### src/rtl/timer_requester_pkg.sv
`default_nettype none
// =====================================================================
// Module   : timer_requester_pkg
// Brief    : Shared widths, FSM states and helpers for timer_requester.
// Revision : 1.0 - initial release
// =====================================================================
package timer_requester_pkg;

   localparam int DELAY_W                = 32;
   localparam int REPEAT_W               = 8;
   // One extra bit so that a full-scale delay plus the margin cannot wrap
   localparam int WDOG_W                 = DELAY_W + 1;
   localparam int TIMEOUT_MARGIN_DEFAULT = 16;

   typedef enum logic [1:0] {
      ST_IDLE  = 2'd0,
      ST_START = 2'd1,
      ST_WAIT  = 2'd2,
      ST_RESP  = 2'd3
   } state_t;

   // A repeat request of zero still performs a single run
   function automatic logic [REPEAT_W-1:0] repeat_runs(input logic [REPEAT_W-1:0] req);
      return (req == '0) ? REPEAT_W'(1) : req;
   endfunction

endpackage
`default_nettype wire

### src/rtl/timer_requester_watchdog.sv
`default_nettype none
// =====================================================================
// Module   : timeout_watchdog
// Brief    : Loadable down-counter flagging a missing timer completion.
// Revision : 1.0 - initial release
// =====================================================================
module timeout_watchdog
   import timer_requester_pkg::*;
(
   input  logic              clk,
   input  logic              rst,
   input  logic              load,
   input  logic [WDOG_W-1:0] load_value,
   input  logic              dec,
   output logic [WDOG_W-1:0] value,
   output logic              expired
);

   logic [WDOG_W-1:0] r_value;

   always_ff @(posedge clk or negedge rst) begin
      if (!rst) begin
         r_value <= '0;
      end else if (load) begin
         r_value <= load_value;
      end else if (dec) begin
         r_value <= r_value - WDOG_W'(1);
      end
   end

   // Expired on the cycle whose decrement reaches zero (or is already there)
   assign value   = r_value;
   assign expired = (r_value <= WDOG_W'(1));

endmodule
`default_nettype wire

### src/rtl/timer_requester.sv
`default_nettype none
// =====================================================================
// Module   : timer_requester
// Brief    : Runs a timer a programmed number of times per command.
// Revision : 1.0 - initial release
// =====================================================================
module timer_requester
   import timer_requester_pkg::*;
#(
   parameter int TIMEOUT_MARGIN = TIMEOUT_MARGIN_DEFAULT
) (
   input  logic                clk,
   input  logic                rst,
   input  logic                cmd_valid,
   output logic                cmd_ready,
   input  logic [DELAY_W-1:0]  cmd_delay,
   input  logic [REPEAT_W-1:0] cmd_repeat,
   input  logic                abort,
   output logic                timer_start,
   output logic [DELAY_W-1:0]  timer_reload,
   input  logic                timer_done,
   output logic                busy,
   output logic                rsp_valid,
   output logic [REPEAT_W-1:0] rsp_count,
   output logic                err
);

   state_t              r_state, w_state_nxt;
   logic [DELAY_W-1:0]  r_delay;
   logic [REPEAT_W-1:0] r_repeat;
   logic [REPEAT_W-1:0] r_run_cnt, w_run_cnt_nxt;
   logic [REPEAT_W-1:0] r_rsp_count;
   logic                r_err, w_err_nxt;
   logic                w_accept;
   logic                w_wd_load, w_wd_dec, w_wd_expired, w_timeout;
   logic [WDOG_W-1:0]   w_wd_value, w_wd_load_value;

   assign w_wd_load       = (r_state == ST_START);
   assign w_wd_load_value = {1'b0, r_delay} + WDOG_W'(TIMEOUT_MARGIN);
   assign w_wd_dec        = (r_state == ST_WAIT) && (w_wd_value != '0);
   assign w_timeout       = (r_state == ST_WAIT) && w_wd_expired;

   timeout_watchdog u_watchdog (
      .clk        (clk),
      .rst        (rst),
      .load       (w_wd_load),
      .load_value (w_wd_load_value),
      .dec        (w_wd_dec),
      .value      (w_wd_value),
      .expired    (w_wd_expired)
   );

   always_comb begin
      w_state_nxt   = r_state;
      w_run_cnt_nxt = r_run_cnt;
      w_err_nxt     = r_err;
      w_accept      = 1'b0;
      case (r_state)
         ST_IDLE: begin
            if (cmd_valid) begin
               w_accept      = 1'b1;
               w_run_cnt_nxt = '0;
               w_err_nxt     = 1'b0;
               w_state_nxt   = ST_START;
            end
         end
         ST_START: begin
            if (abort) begin
               if (timer_done) begin
                  w_run_cnt_nxt = r_run_cnt + REPEAT_W'(1);
               end
               w_state_nxt = ST_RESP;
            end else begin
               w_state_nxt = ST_WAIT;
            end
         end
         ST_WAIT: begin
            // A completion beats a coincident watchdog expiry
            if (timer_done) begin
               w_run_cnt_nxt = r_run_cnt + REPEAT_W'(1);
               if (abort || (w_run_cnt_nxt == r_repeat)) begin
                  w_state_nxt = ST_RESP;
               end else begin
                  w_state_nxt = ST_START;
               end
            end else if (w_timeout) begin
               w_err_nxt   = 1'b1;
               w_state_nxt = ST_RESP;
            end else if (abort) begin
               w_state_nxt = ST_RESP;
            end
         end
         ST_RESP: begin
            w_state_nxt = ST_IDLE;
         end
         default: begin
            w_state_nxt = ST_IDLE;
         end
      endcase
   end

   always_ff @(posedge clk or negedge rst) begin
      if (!rst) begin
         r_state     <= ST_IDLE;
         r_delay     <= '0;
         r_repeat    <= '0;
         r_run_cnt   <= '0;
         r_rsp_count <= '0;
         r_err       <= 1'b0;
      end else begin
         r_state   <= w_state_nxt;
         r_run_cnt <= w_run_cnt_nxt;
         r_err     <= w_err_nxt;
         if (w_accept) begin
            r_delay  <= cmd_delay;
            r_repeat <= repeat_runs(cmd_repeat);
         end
         // Captured on entry to RESP so the count is valid alongside rsp_valid
         if (w_state_nxt == ST_RESP) begin
            r_rsp_count <= w_run_cnt_nxt;
         end
      end
   end

   assign cmd_ready    = (r_state == ST_IDLE);
   assign timer_start  = (r_state == ST_START);
   assign busy         = (r_state != ST_IDLE);
   assign rsp_valid    = (r_state == ST_RESP);
   assign timer_reload = r_delay;
   assign rsp_count    = r_rsp_count;
   assign err          = r_err;

endmodule
`default_nettype wire

### config.mk
export PLATFORM = sky130hd
export DESIGN_NAME = timer_requester
export DESIGN_NICKNAME = d
export VERILOG_FILES = /design/src/rtl/timer_requester_pkg.sv /design/src/rtl/timer_requester_watchdog.sv /design/src/rtl/timer_requester.sv
export SDC_FILE = /design/constraint.sdc
export NUM_CORES = 1
export LEC_CHECK = 0
export CAP_MARGIN = 10
export CELL_PAD_IN_SITES_DETAIL_PLACEMENT = 1
export CELL_PAD_IN_SITES_GLOBAL_PLACEMENT = 2
export CORE_MARGIN = 5
export CORE_UTILIZATION = 32
export DETAILED_ROUTE_END_ITERATION = 7
export PLACE_DENSITY = 0.79
export SLEW_MARGIN = 5
export SYNTH_ARGS = -nofsm -noshare
export SYNTH_HDL_FRONTEND = slang
export SYNTH_SLANG_ARGS = --single-unit
### constraint.sdc
create_clock -name clk -period 3.35 [get_ports clk]
set_input_delay 0.5025 -clock clk [delete_from_list [all_inputs] [get_ports clk]]
set_output_delay 0.5025 -clock clk [all_outputs]
set_load 0.03 [all_outputs]
## Word-level counts from Yosys, hierarchy flattened

Index checks and enable logic that the tools add are counted.

- Bits in latches: 0
- Output and inout port bits: 45
- Word-level logic and storage cells: 49
- Register bits: 92
- Memories kept: 0
- Input port bits: 45
- Memory bits (read-only): 0
- Memory bits (writable): 0

- Bitwise operators: 0
- Shifts and indexed selects: 0
- Magnitude comparators: 1
- Muxes and demuxes: 20
- Multipliers: 0
- Add/subtract/negate cells: 3
- Div/mod/pow operators: 0
- Equality and inequality tests: 8
- Reductions and logical operators: 10

Operators by type and width:

| kind | count |
|---|---|
| $mux 33 | 2 |
| $add 32x5->33 const B | 1 |
| $le 33x1->1 const B | 1 |
| $reduce_bool 33->1 | 1 |
| $sub 33x1->33 const B | 1 |
| $mux 8 | 4 |
| $pmux 8 s3 | 1 |
| $mux 2 | 5 |
| $add 8x1->8 const B | 1 |
| $eq 8x8->1 | 1 |
| $logic_not 8->1 | 1 |
| $pmux 2 s4 | 1 |
| $eq 2x2->1 const B | 3 |
| $mux 1 | 6 |
| $ne 2x2->1 const B | 3 |
| $reduce_bool 2->1 | 3 |
| $reduce_and 4->1 | 1 |
| $eq 2x1->1 const B | 1 |
| $logic_and 1x1->1 | 2 |
| $logic_not 2->1 | 1 |
| $pmux 1 s2 | 1 |
| $logic_or 1x1->1 | 1 |

## Longest topological paths before layout

Gate-level depths: netlist of run 1.

- Word-level depth: 7
- Depth in mapped cells: 8
- Depth with buffers taken out: 7

## Hierarchy

Synthesis of run 1 repeated with hierarchy kept, for this count alone.

- Cell total of the unflattened synthesis: 532
- Area total of the unflattened synthesis: 5387.7 um2

Modules (own cells, without submodules):

| module | cells an instance | seq. area each (um2) | area each (um2) | times used |
|---|---|---|---|---|
| timer_requester | 295 | 1476.4 | 3280.6 | 1 |
| timeout_watchdog | 237 | 825.8 | 2107.0 | 1 |

## Least setup slack after synthesis of run 1

No wires, ideal clock.

- Kind: reg2reg
- Start point: register u_watchdog.r_value[21] (netlist: u_watchdog.value[21])
- End point: register u_watchdog.r_value[27] (netlist: u_watchdog.value[27])
- Data required time: 3209 ps
- Library setup time: 141 ps
- Cell stages (with the launch flop): 7
- Clock period less this slack: 2576 ps
- Path slack: 774 ps
- Data arrival time: 2435 ps
- Path buffers: 0
- Cell sequence: dfrtp_1 or4_4 or3_4 or4_4 a2111oi_4 xnor2_1 mux2i_1

- Cells in the longest elaborated chain, start to end: 3
- Elaborated cells on any way between the ends: 6
- Classes of those cells: add/sub: 1; mux: 2; reduce/logical: 3

RTL lines:

| element | RTL line | text |
|---|---|---|
| start, declared | timer_requester_watchdog.sv:19 | `logic [WDOG_W-1:0] r_value;` |
| start signal, assigned | timer_requester_watchdog.sv:25 | `r_value <= load_value;` |
| start signal, assigned | timer_requester_watchdog.sv:27 | `r_value <= r_value - WDOG_W'(1);` |
| $sub 33x1->33 or $reduce_bool 33->1 (tied branches) | timer_requester_watchdog.sv:27, timer_requester.sv:40 |  |
| $mux 33 or $logic_and 1x1->1 (tied branches) | timer_requester_watchdog.sv:26, timer_requester.sv:40 |  |
| $mux 33 or $reduce_bool 2->1 (tied branches) | n/a |  |

Several ways; a longest one is shown, not always the timed one. The select of a mux whose other input is x is not followed.
A chain may end at the register's enable or synchronous reset.

## Final worst setup path of run 1

- Start point: register u_watchdog.r_value[21] (netlist: u_watchdog.value[21])
- End point: register r_rsp_count[3] (netlist: rsp_count[3])

- Cells in the longest elaborated chain, start to end: 6

RTL lines:

| element | RTL line | text |
|---|---|---|
| $le 33x1->1 | timer_requester_watchdog.sv:33 | `assign expired = (r_value <= WDOG_W'(1));` |
| $logic_and 1x1->1 | timer_requester.sv:41 | `assign w_timeout = (r_state == ST_WAIT) && w_wd_expired;` |
| $mux 2 | timer_requester.sv:86 | `end else if (w_timeout) begin` |
| $mux 2 | timer_requester.sv:79 | `if (timer_done) begin` |
| $pmux 2 s4 | timer_requester.sv:58 | `case (r_state)` |
| named net w_state_nxt[0] | timer_requester.sv:28 | `state_t r_state, w_state_nxt;` |
| $eq 2x2->1 | timer_requester.sv:119 | `if (w_state_nxt == ST_RESP) begin` |
| end signal, assigned | timer_requester.sv:120 | `r_rsp_count <= w_run_cnt_nxt;` |
| end, declared | timer_requester.sv:32 | `logic [REPEAT_W-1:0] r_rsp_count;` |

The timed path passes the listed nets, and every way through them passes these cells.

==> results of run 1 <==
-- kinds of logic after synthesis --
group / count (synthesis) / synth area share, %
xor+xnor: 60 / 10.5
buf+inv: 36 / 2.62
compound gates: 61 / 7.67
flops: 92 / 44.6
mux: 25 / 5.05
fa+ha+maj: 5 / 1.21
simple gates: 305 / 28.4
-- flip-flops by register name, indices dropped and copies added (netlist names) --
register          cells
u_watchdog.value     33
r_state               2
r_repeat              8
rsp_count             8
err                   1
r_run_cnt             8
timer_reload         32
-- routing by layer --
layer	share of wire (%)	track usage [%]	wire (microns)
met5	0	0	0
met4	1.3	4.88	196
met3	3.3	2.72	478
met2	48	27.3	6970
met1	47	22.4	6900
-- power breakdown --
group          leakage, nW  internal, mW  switching [mW]
registers             1.17          1.57           0.607
clock network        0.147         0.598           0.433
logic                 1.55          1.15            1.58
-- final cells by class --
cell class	count	area share (%)
Clock buffer	12	3.73
Clock inverter	4	0.739
Inverter	7	0.398
Multi-Input combinational cell	456	41.2
Sequential cell	92	34.9
Tap cell	216	4.09
Timing Repair Buffer	101	15.0
-- how the worst max path moves through the flow --
stage | to | start | cells past startpoint
detailed placement | rsp_count[1]$_DFFE_PN0N_ | u_watchdog.value[21]$_DFFE_PN0P_ | 6
global placement | rsp_count[1]$_DFFE_PN0N_ | u_watchdog.value[21]$_DFFE_PN0P_ | 6
finish | rsp_count[3]$_DFFE_PN0N_ | u_watchdog.value[21]$_DFFE_PN0P_ | 6
CTS | rsp_count[1]$_DFFE_PN0N_ | u_watchdog.value[21]$_DFFE_PN0P_ | 6
global route | rsp_count[1]$_DFFE_PN0N_ | u_watchdog.value[21]$_DFFE_PN0P_ | 6
floorplan | u_watchdog.value[27]$_DFFE_PN0P_ | u_watchdog.value[21]$_DFFE_PN0P_ | 6
-- placed cells by master, fill, tap and decap left out, types with 7 or more instances in the layout --
cell / Yosys / final
o21ai_0: 13 / 13
mux2i_1: 17 / 17
nor2_1: 31 / 31
xnor2_1: 18 / 18
nand4_1: 20 / 20
nand2_1: 152 / 152
nor3_1: 8 / 8
mux2_1: 7 / 7
nor4_1: 12 / 12
buf_4: 0 / 12
dfrtp_1: 92 / 92
o21ai_1: 7 / 7
clkdlybuf4s50_1: 0 / 88
xor2_1: 41 / 41
clkbuf_16: 0 / 9
and3_1: 13 / 13
nand3_1: 30 / 30
a21oi_1: 16 / 16
-- per-stage QoR --
| step | hold WS [ns] | util (%) | std cells | worst slack (ns) |
|---|---|---|---|---|
| after floorplan | 0.207 | - | 584 | 0.774 |
| after global placement | 0.473 | 39.9 | 872 | 0.638 |
| after detailed placement | 0.480 | 39.9 | 872 | 0.532 |
| after CTS | 0.221 | 41.7 | 888 | 0.535 |
| after global routing | 0.232 | 41.7 | 888 | 0.265 |
| final | 0.169 | 41.7 | 888 | 0.541 |
==> metrics, run 1 <==
Final ANT Viol Nets 0; Tcrit/Tclk final 83.8%; CP Capture Type flop; HP Class in -> async; Peak Freq 356 MHz; CP Cell Sequence or4_4, nor4_1, nand3_1, o21ai_1, nand2_1, mux2_1; most common cell in the netlist nand2_1; total gr overflow 0; outcome finished, final reports clean; cell area after synthesis 5160 sq um; Total Wirelength 14,500 microns; power per cell area 898 nW/um^2; Cells after Synth 584; final clock skew 0.00448 ns; TritonCTS Buffers 9; placed inst area 6310 sq um; number of hold buffers added after CTS 0; Yosys reg bits 92; postcts setup bufs 0; drt first pass iters 4; RSZ-0062 raised after global routing false; antenna violations before repair 0; worst path bufs/invs 0; Skew-Pair Late Insertion Delay 0.35 ns; Setup TNS 0 ns; sequential area share after synthesis 44.6%; diodes inserted 0; Clock Pin Slew Worst Setup and Hold Paths 0.06 ns; share of the synthesized area in the top cell type 44.6%; syn avg cell area 8.83 sq um; kind of cell adding the most delay to the critical path simple AND/OR/NAND/NOR gates; Fill cells 1,838; # port buffers 89; kind of critical path reg -> reg; startpoint class of the critical path flop; IO Pins 90; final slew viol count 0; Largest stage delay, worst path 0.57 ns; syn_nets 634; core area 15,800 sq um; Initial Utilization 32.6%; first-pass GRT wire length 24,900 microns; asr flop ratio synth 100%; layout cell share with drive strength beyond 1 5.36%; top cells by count, synth 152 x nand2_1, 92 x dfrtp_1, 41 x xor2_1, 31 x nor2_1, 30 x nand3_1; nets@finish 717; CP Data Arrival Time 3.04 ns; Max Cap Viol 0; Hold Fails Final Rpt 0; die height 137 microns; Post-synth EDFFs 0; Tot Pwr 5.93 mW; Most used DFF post-synth dfrtp_1; die area 18,800 sq um; Layout area overhead 28.1%; Clock Path Buffers 2; Die W 137 microns; clk sinks 92; Warnings, synthesis 0; Area contributors post-synth dfrtp_1 45%, nand2_1 11%, xor2_1 7.0%, mux2i_1 3.3%, xnor2_1 3.1%; cell taking the most area after synthesis dfrtp_1; post-DP HPWL 10,600 microns; Total GRT Usage 16.5%; footprint of the multi-input gates 2720 sq um; Root Driver clkbuf_16; Max rail drop VDD 0.383 mV; TritonCTS clock tree yes; Post-CTS Resized 0; vias in the first global route 4,995; via count 4,521; FF-to-FF path depth 6; Crit-path slowest cell or4_4; finished layout cell area 6610 sq um; Via density 5.09; Crit Path Max Fanout 8; WL/cell 16.4 microns; DRC Markers 0; Final GP Congestion 0.816; Worst R2R Setup Slack 0.54 ns; pin count of the biggest net entering global routing 93; Worst Path Required 3.58 ns; Slew headroom 57.0%; 1st-iter DRT viols 200; Reg2Reg Capture Point rsp_count[3]$_DFFE_PN0N_; # rows 46; Pleak 2.87 nW; Synth cell types 53; Storage cell area 2300 sq um; Worst Max-Slew Pin Slew 0.639 ns; H-tree levels 3; minimum clock period 2.81 ns; RR Startpoint u_watchdog.value[21]$_DFFE_PN0P_; final setup fails 0
(Power assumes the default switching activity.)
==> inputs of run 2 (changes only) <==
--- a/config.mk
+++ b/config.mk
@@ -9,9 +9,9 @@
 export CELL_PAD_IN_SITES_DETAIL_PLACEMENT = 1
 export CELL_PAD_IN_SITES_GLOBAL_PLACEMENT = 2
 export CORE_MARGIN = 5
-export CORE_UTILIZATION = 32
+export CORE_UTILIZATION = 29
 export DETAILED_ROUTE_END_ITERATION = 7
-export PLACE_DENSITY = 0.79
+export PLACE_DENSITY = 0.75
 export SLEW_MARGIN = 5
 export SYNTH_ARGS = -nofsm -noshare
 export SYNTH_HDL_FRONTEND = slang
==> constraint.sdc (replaced) <==
create_clock -name clk -period 2.5 [get_ports clk]
set_input_delay 0.375 -clock clk [delete_from_list [all_inputs] [get_ports clk]]
set_output_delay 0.375 -clock clk [all_outputs]
set_load 0.03 [all_outputs]
==> metrics, run 2 (synthesized netlist as in run 1, its figures left out) <==
WL/cell 16.8 microns (was 16.4 microns); final slew viol count 0 (unchanged); WL met2 7630 microns (was 6970 microns); final clock skew 0.0112 ns (was 0.00448 ns); clk sinks 92 (unchanged); TritonCTS clock tree yes (unchanged); Via density 5.00 (was 5.09); via count 4,604 (was 4,521); dpl ws -0.103 ns (was 0.532 ns); Hold Fails Final Rpt 10 (was 0); Final Util 39.4% (was 41.7%); Worst R2R Setup Slack -0.003 ns (was 0.54 ns); crit path to u_watchdog.value[27]$_DFFE_PN0P_ (was rsp_count[3]$_DFFE_PN0N_); pin count of the biggest net entering global routing 56 (was 93); HP Class in -> async (unchanged); Skew-Pair Late Insertion Delay 0.36 ns (was 0.35 ns); Root Driver clkbuf_16 (unchanged); crit path from u_watchdog.value[23]$_DFFE_PN0P_ (was u_watchdog.value[21]$_DFFE_PN0P_); Peak Freq 399 MHz (was 356 MHz); commonest cells after routing, fill and taps aside 151 x nand2_1, 92 x dfrtp_1, 86 x clkdlybuf4s50_1 (was 152 x nand2_1, 92 x dfrtp_1, 88 x clkdlybuf4s50_1); max reg flops 33 (unchanged); commonest non-fill, non-tap cell in the layout nand2_1 (unchanged); Worst Path Required 2.72 ns (was 3.58 ns); die height 143 microns (was 137 microns); Hold Slack -0.00791 ns (was 0.169 ns); Tot Pwr 8.24 mW (was 5.93 mW); Clock Path Buffers 2 (unchanged); IO Pins 90 (unchanged); Reg2Reg Capture Point u_watchdog.value[27]$_DFFE_PN0P_ (was rsp_count[3]$_DFFE_PN0N_); Sw Pwr 3.63 mW (was 2.62 mW); fin cells 920 (was 888); switching share of power 44.1% (about the same); RR Startpoint u_watchdog.value[23]$_DFFE_PN0P_ (was u_watchdog.value[21]$_DFFE_PN0P_); WL met3 480 microns (was 478 microns); Initial Utilization 29.7% (was 32.6%); antenna violations before repair 0 (unchanged); vias in the first global route 4,963 (was 4,995); kind of critical path reg -> reg (unchanged); clock power share 17.4% (about the same); core area 17,400 sq um (was 15,800 sq um); Tcrit/Tclk final 100% (was 83.8%); TritonCTS Buffers 9 (unchanged); Clock Pin Slew Worst Setup and Hold Paths 0.07 ns (was 0.06 ns); DRC Markers 0 (unchanged); post-DP HPWL 11,400 microns (was 10,600 microns); layout cell share with drive strength beyond 1 9.93% (was 5.36%); Pleak 2.99 nW (was 2.87 nW); 1st-iter DRT viols 173 (was 200); highest metal used met4 (unchanged); H-tree levels 3 (unchanged); Max rail drop VDD 0.594 mV (was 0.383 mV); Max Cap Viol 0 (unchanged); Total Wirelength 15,400 microns (was 14,500 microns); Crit Path Max Fanout 4 (was 8); Final ANT Viol Nets 0 (unchanged); first-pass GRT wire length 25,400 microns (was 24,900 microns); Int Pwr 4.61 mW (was 3.32 mW); drt first pass iters 4 (unchanged); FF-to-FF path depth 6 (unchanged); power per cell area 1210 nW/um^2 (was 898 nW/um^2); Slew headroom 62.6% (was 57.0%); Worst Max-Slew Pin Slew 0.560 ns (was 0.639 ns); RSZ-0062 raised after global routing true (was false); # rows 48 (was 46); Die W 143 microns (was 137 microns); die area 20,600 sq um (was 18,800 sq um); final setup fails 1 (was 0); outcome finished with violations (was finished, final reports clean); M1 wire length 6990 microns (was 6900 microns); nets@finish 740 (was 717); Setup WS post-layout -0.00349 ns (was 0.541 ns); Total GRT Usage 15.5% (was 16.5%); Final GP Congestion 0.842 (was 0.816); register share of total power 34.3% (was 36.7%); Setup TNS -0.00349 ns (was 0 ns); startpoint class of the critical path flop (unchanged); Layout area overhead 32.6% (was 28.1%); # port buffers 89 (unchanged); Gate power share 48.3% (was 45.9%); total gr overflow 0 (unchanged); minimum clock period 2.50 ns (was 2.81 ns); failing checks negative hold slack, negative setup slack; diodes inserted 0 (unchanged); CP Data Arrival Time 2.72 ns (was 3.04 ns); CP Capture Type flop (unchanged); placed insts 903 (was 872)
[run 2: worst min path at each step]
| stage | slack, ns | endpoint | from |
|---|---|---|---|
| 2_1_floorplan | 0.08 | err$_DFFE_PN0P_ | rst |
| 4_1_cts | 0.006 | rsp_count[6]$_DFFE_PN0N_ | rst |
| 6_report | -0.008 | rsp_count[4]$_DFFE_PN0N_ | rst |
| 3_3_place_gp | 0.38 | rsp_count[3]$_DFFE_PN0N_ | rst |
| 3_5_place_dp | 0.40 | rsp_count[3]$_DFFE_PN0N_ | rst |
| 5_1_grt | 0.03 | rsp_count[4]$_DFFE_PN0N_ | rst |
[run 2: what timing repair did]
action	in CTS	in global routing
endpoints found under the hold margin	0	0
buffers inserted	0	1
gates resized for setup	3	4
endpoints found under the setup margin	12	12
hold buffers	0	0
pin swaps	1	1
[run 2: cell type report]
type	count	area (sq um)
timing repair buffer	124	1160
clock buffer	10	239
multi-input combinational	456	2760
sequential	92	2300
inverter	7	26.3
fill	1998	10500
tap	225	282
clock inverter	6	71.3
[run 2: layer usage]
| metal | global-route usage [%] | up-vias |
|---|---|---|
| met2 | 26.3 | 80 |
| met3 | 2.73 | 22 |
| met1 | 19.8 | 2264 |
| li1 | - | 2238 |
| met5 | 0 | - |
| met4 | 5.80 | 0 |
[run 2: worst max-delay path, stage by stage, from the launching register on]
cell and delay (ns):
dfrtp_1 0.38, or4_4 0.55, or3_4 0.38, or4_4 0.54, a2111oi_4 0.23, xnor2_1 0.18
mux2i_1 0.12
[run 2: power by group through the flow]
stage          registers (mW)  clock network (mW)  logic, mW
2_1_floorplan            3.22                   0       1.96
3_3_place_gp             2.81                   0       3.87
3_5_place_dp             2.85                   0       3.97
4_1_cts                  2.84                1.48       4.01
5_1_grt                  2.94                1.53       4.36
6_report                 2.83                1.43       3.98
[run 2: through the flow]
stage	instance area [sq um]	hold WS [ns]
floorplan	5170	0.0794
global placement	6490	0.382
detailed placement	6490	0.400
CTS	6810	0.00646
global route	6840	0.0291
finish	6840	-0.00791
==> inputs of run 3 (changes only) <==
--- a/config.mk
+++ b/config.mk
@@ -9,10 +9,13 @@
 export CELL_PAD_IN_SITES_DETAIL_PLACEMENT = 1
 export CELL_PAD_IN_SITES_GLOBAL_PLACEMENT = 2
 export CORE_MARGIN = 5
-export CORE_UTILIZATION = 29
+export CORE_UTILIZATION = 31
 export DETAILED_ROUTE_END_ITERATION = 7
-export PLACE_DENSITY = 0.75
+export GPL_ROUTABILITY_DRIVEN = 1
+export GPL_TIMING_DRIVEN = 0
+export PLACE_DENSITY = 0.76
 export SLEW_MARGIN = 5
 export SYNTH_ARGS = -nofsm -noshare
 export SYNTH_HDL_FRONTEND = slang
+export SYNTH_HIERARCHICAL = 1
 export SYNTH_SLANG_ARGS = --single-unit
==> metrics, run 3 <==
antenna violations before repair 0 (unchanged); Worst Max-Slew Pin Slew 0.584 ns (was 0.560 ns); first-pass GRT wire length 26,400 microns (was 25,400 microns); Total Wirelength 16,300 microns (was 15,400 microns); switching share of power 44.0% (was 44.1%); TritonCTS clock tree yes (unchanged); Root Driver clkbuf_16 (unchanged); Gate power share 52.2% (was 48.3%); Setup TNS -6.84 ns (was -0.00349 ns); TritonCTS Buffers 9 (unchanged); dpl ws -1.33 ns (was -0.103 ns); Hold Fails Final Rpt 0 (was 10); Largest stage delay, worst path 0.55 ns (about the same); Final ANT Viol Nets 0 (unchanged); IO Pins 90 (unchanged); Hold Slack 0.00929 ns (was -0.00791 ns); core area 17,200 sq um (was 17,400 sq um); Final GP Congestion 0.834 (was 0.842); most used cell, CP or4_4 (unchanged); Initial Utilization 31.4% (was 29.7%); Crit-path slowest cell or4_4 (unchanged); total gr overflow 0 (unchanged); FF-to-FF path depth 11 (was 6); vias in the first global route 5,084 (was 4,963); syn_nets 581 (was 634); worst path bufs/invs 1 (was 0); Fill cells 1,944 (was 1,998); Cells after Synth 532 (was 584); HP Class in -> async (unchanged); WL/cell 18.3 microns (was 16.8 microns); asr flop ratio synth 100% (unchanged); minimum clock period 3.31 ns (was 2.50 ns); Sw Pwr 4.09 mW (was 3.63 mW); CP Capture Type flop (unchanged); Layout area overhead 35.9% (was 32.6%); post-DP HPWL 11,500 microns (was 11,400 microns); GR peak layer met2 (unchanged); Tcrit/Tclk final 132% (was 100%); Int Pwr 5.21 mW (was 4.61 mW); met2 GRT Util 28.3% (was 26.3%); commonest cells after routing, fill and taps aside 87 x clkdlybuf4s50_1, 79 x dfrtp_1, 44 x nand2_1 (was 151 x nand2_1, 92 x dfrtp_1, 86 x clkdlybuf4s50_1); Most used DFF post-synth dfrtp_1 (unchanged); Reg2Reg Capture Point rsp_count[5]$_DFFE_PN0N_ (was u_watchdog.value[27]$_DFFE_PN0P_); outcome finished with violations (unchanged); Skew-Pair Late Insertion Delay 0.36 ns (about the same); final setup fails 11 (was 1); syn avg cell area 10.1 sq um (was 8.83 sq um); die height 142 microns (was 143 microns); die area 20,100 sq um (was 20,600 sq um); cell area after synthesis 5390 sq um (was 5160 sq um); layout cell share with drive strength beyond 1 26.1% (was 9.93%); Area contributors post-synth dfrtp_1 43%, mux2_2 9.6%, xnor2_1 5.9%, o21ai_0 3.3%, nand2_1 3.1% (was dfrtp_1 45%, nand2_1 11%, xor2_1 7.0%, mux2i_1 3.3%, xnor2_1 3.1%); via count 4,696 (was 4,604); clock power share 14.4% (was 17.4%); Clock Pin Slew Worst Setup and Hold Paths 0.07 ns (about the same); CP Cell Sequence or4_4, or4_4, or3_4, a211oi_4, nor3_2, o21ai_1, o211a_1, o21ai_2, a21oi_4, buf_6, mux2_4 (was or4_4, or3_4, or4_4, a2111oi_4, xnor2_1, mux2i_1); H-tree levels 3 (unchanged); Yosys reg bits 92 (unchanged); Setup WS post-layout -0.809 ns (was -0.00349 ns); Pleak 2.79 nW (was 2.99 nW); # port buffers 88 (was 89); Storage cell area 2320 sq um (was 2300 sq um); 1st-iter DRT viols 172 (was 173); Die W 142 microns (was 143 microns); RSZ-0062 raised after global routing true (unchanged); kind of critical path reg -> reg (unchanged); met1 Use GR 20.7% (was 19.8%); pin count of the biggest net entering global routing 54 (was 56); Peak Freq 302 MHz (was 399 MHz); # rows 48 (unchanged); nets@finish 710 (was 740); footprint of the multi-input gates 3030 sq um (was 2760 sq um); CP Data Arrival Time 3.56 ns (was 2.72 ns); drt first pass iters 5 (was 4); M3 GR Usage 2.90% (was 2.73%); final clock skew 0.00973 ns (was 0.0112 ns); register share of total power 33.5% (was 34.3%); Max Cap Viol 0 (unchanged); Max rail drop VDD 0.670 mV (was 0.594 mV); power per cell area 1270 nW/um^2 (was 1210 nW/um^2); kind of cell adding the most delay to the critical path simple AND/OR/NAND/NOR gates (unchanged); Crit Path Max Fanout 4 (unchanged); number of hold buffers added after CTS 0 (unchanged); Post-synth EDFFs 0 (unchanged); Worst R2R Setup Slack -0.81 ns (was -0.003 ns); Total GRT Usage 16.4% (was 15.5%); Clock Path Buffers 2 (unchanged); startpoint class of the critical path flop (unchanged); Slew headroom 61.0% (was 62.6%); share of the synthesized area in the top cell type 42.7% (was 44.6%); most common cell in the netlist dfrtp_1 (was nand2_1); Warnings, synthesis 6 (was 0); commonest non-fill, non-tap cell in the layout clkdlybuf4s50_1 (was nand2_1); sequential area share after synthesis 42.7% (was 44.6%); final slew viol count 0 (unchanged); DRC Markers 0 (unchanged); Worst Path Required 2.75 ns (was 2.72 ns); diodes inserted 0 (unchanged); Synth cell types 64 (was 53); failing checks negative setup slack (was negative hold slack, negative setup slack); clk sinks 92 (unchanged); top cells by count, synth 92 x dfrtp_1, 46 x mux2_2, 44 x nand2_1, 36 x xnor2_1, 35 x o21ai_0 (was 152 x nand2_1, 92 x dfrtp_1, 41 x xor2_1, 31 x nor2_1, 30 x nand3_1); cell taking the most area after synthesis dfrtp_1 (unchanged); Via density 5.27 (was 5.00); max reg flops 33 (unchanged); RR Startpoint u_watchdog/value[23]$_DFFE_PN0P_ (was u_watchdog.value[23]$_DFFE_PN0P_)
-- run 3: changes by cell type in the layout (fill, tap and decap cells not counted), moves of 13 or more --
cell / change
dfrtp_1: -13
dfrtp_2: +13
mux2_2: +37
mux2i_1: -17
nand2_1: -107
o21ai_0: +18
o31ai_1: +13
xnor2_1: +18
xor2_1: -27
-- run 3: per-layer routing --
metal	share of wire, %	up-vias	wire [microns]
met5	0	-	0
met4	1.7	0	278
met3	3.1	22	501
met2	52	88	8380
met1	44	2363	7100
li1	-	2223	-
-- run 3: worst reg2reg max path: stages, from the launching register on --
cell and delay (ns):
dfrtp_1 0.39, or4_4 0.55, or4_4 0.50, or3_4 0.39, a211oi_4 0.29, nor3_2 0.06, o21ai_1 0.12, o211a_1 0.20
o21ai_2 0.08, a21oi_4 0.15, buf_6 0.15, mux2_4 0.30
-- run 3: kinds of logic (layout without fill, tap and decap cells) --
group | Yosys count | in the layout | synth area share (%)
AOI/OAI and AO/OA | 92 | 92 | 11.0
xor gates and xnor gates | 50 | 50 | 8.13
adders and majority gates | 4 | 4 | 0.929
buffers and inverters | 38 | 172 | 4.76
DFF | 92 | 92 | 42.7
muxes | 46 | 46 | 9.61
and+or+nand+nor | 210 | 210 | 22.8
-- run 3: cell type report --
type / instances / share of cell area (%)
Inverter: 10 / 0.513
Sequential cell: 92 / 31.7
Tap cell: 225 / 3.85
Buffer: 26 / 3.01
Clock inverter: 7 / 0.786
Multi-Input combinational cell: 402 / 41.3
Timing Repair Buffer: 120 / 15.8
Clock buffer: 9 / 3.08
-- run 3: worst max path at each step --
stage,start,to,cells after the start
2_1_floorplan,u_watchdog/value[25]$_DFFE_PN0P_,rsp_count[0]$_DFFE_PN0N_,10
3_3_place_gp,rst,r_run_cnt[1]$_DFF_PN0_,1
3_5_place_dp,u_watchdog/value[7]$_DFFE_PN0P_,rsp_count[4]$_DFFE_PN0N_,10
4_1_cts,u_watchdog/value[23]$_DFFE_PN0P_,rsp_count[5]$_DFFE_PN0N_,11
5_1_grt,u_watchdog/value[23]$_DFFE_PN0P_,rsp_count[3]$_DFFE_PN0N_,11
6_report,u_watchdog/value[23]$_DFFE_PN0P_,rsp_count[5]$_DFFE_PN0N_,11
-- run 3: repair_timing --
action | 4_1_cts | 5_1_grt
resized for setup | 19 | 35
buffers inserted | 23 | 16
setup endpoints to repair | 24 | 26
pin swaps | 5 | 11
endpoints found under the hold margin | 0 | 0
gates cloned | 0 | 0
-- run 3: through the flow --
stage               instance area, sq um  utilization, %  cells  power, mW
floorplan                           5440               -    532       5.86
global placement                    6600            38.4    845       7.35
detailed placement                  6630            38.6    846       7.50
CTS                                 7130            41.5    883       9.13
global route                        7320            42.6    891       9.90
finish                              7320            42.6    891       9.29
-- run 3: power by group through the flow --
stage	Clock (mW)	Sequential, mW	Combinational [mW]
floorplan	0	3.36	2.50
global placement	0	3.06	4.29
detailed placement	0	3.11	4.40
CTS	1.39	3.07	4.68
global route	1.44	3.25	5.21
finish	1.34	3.11	4.85
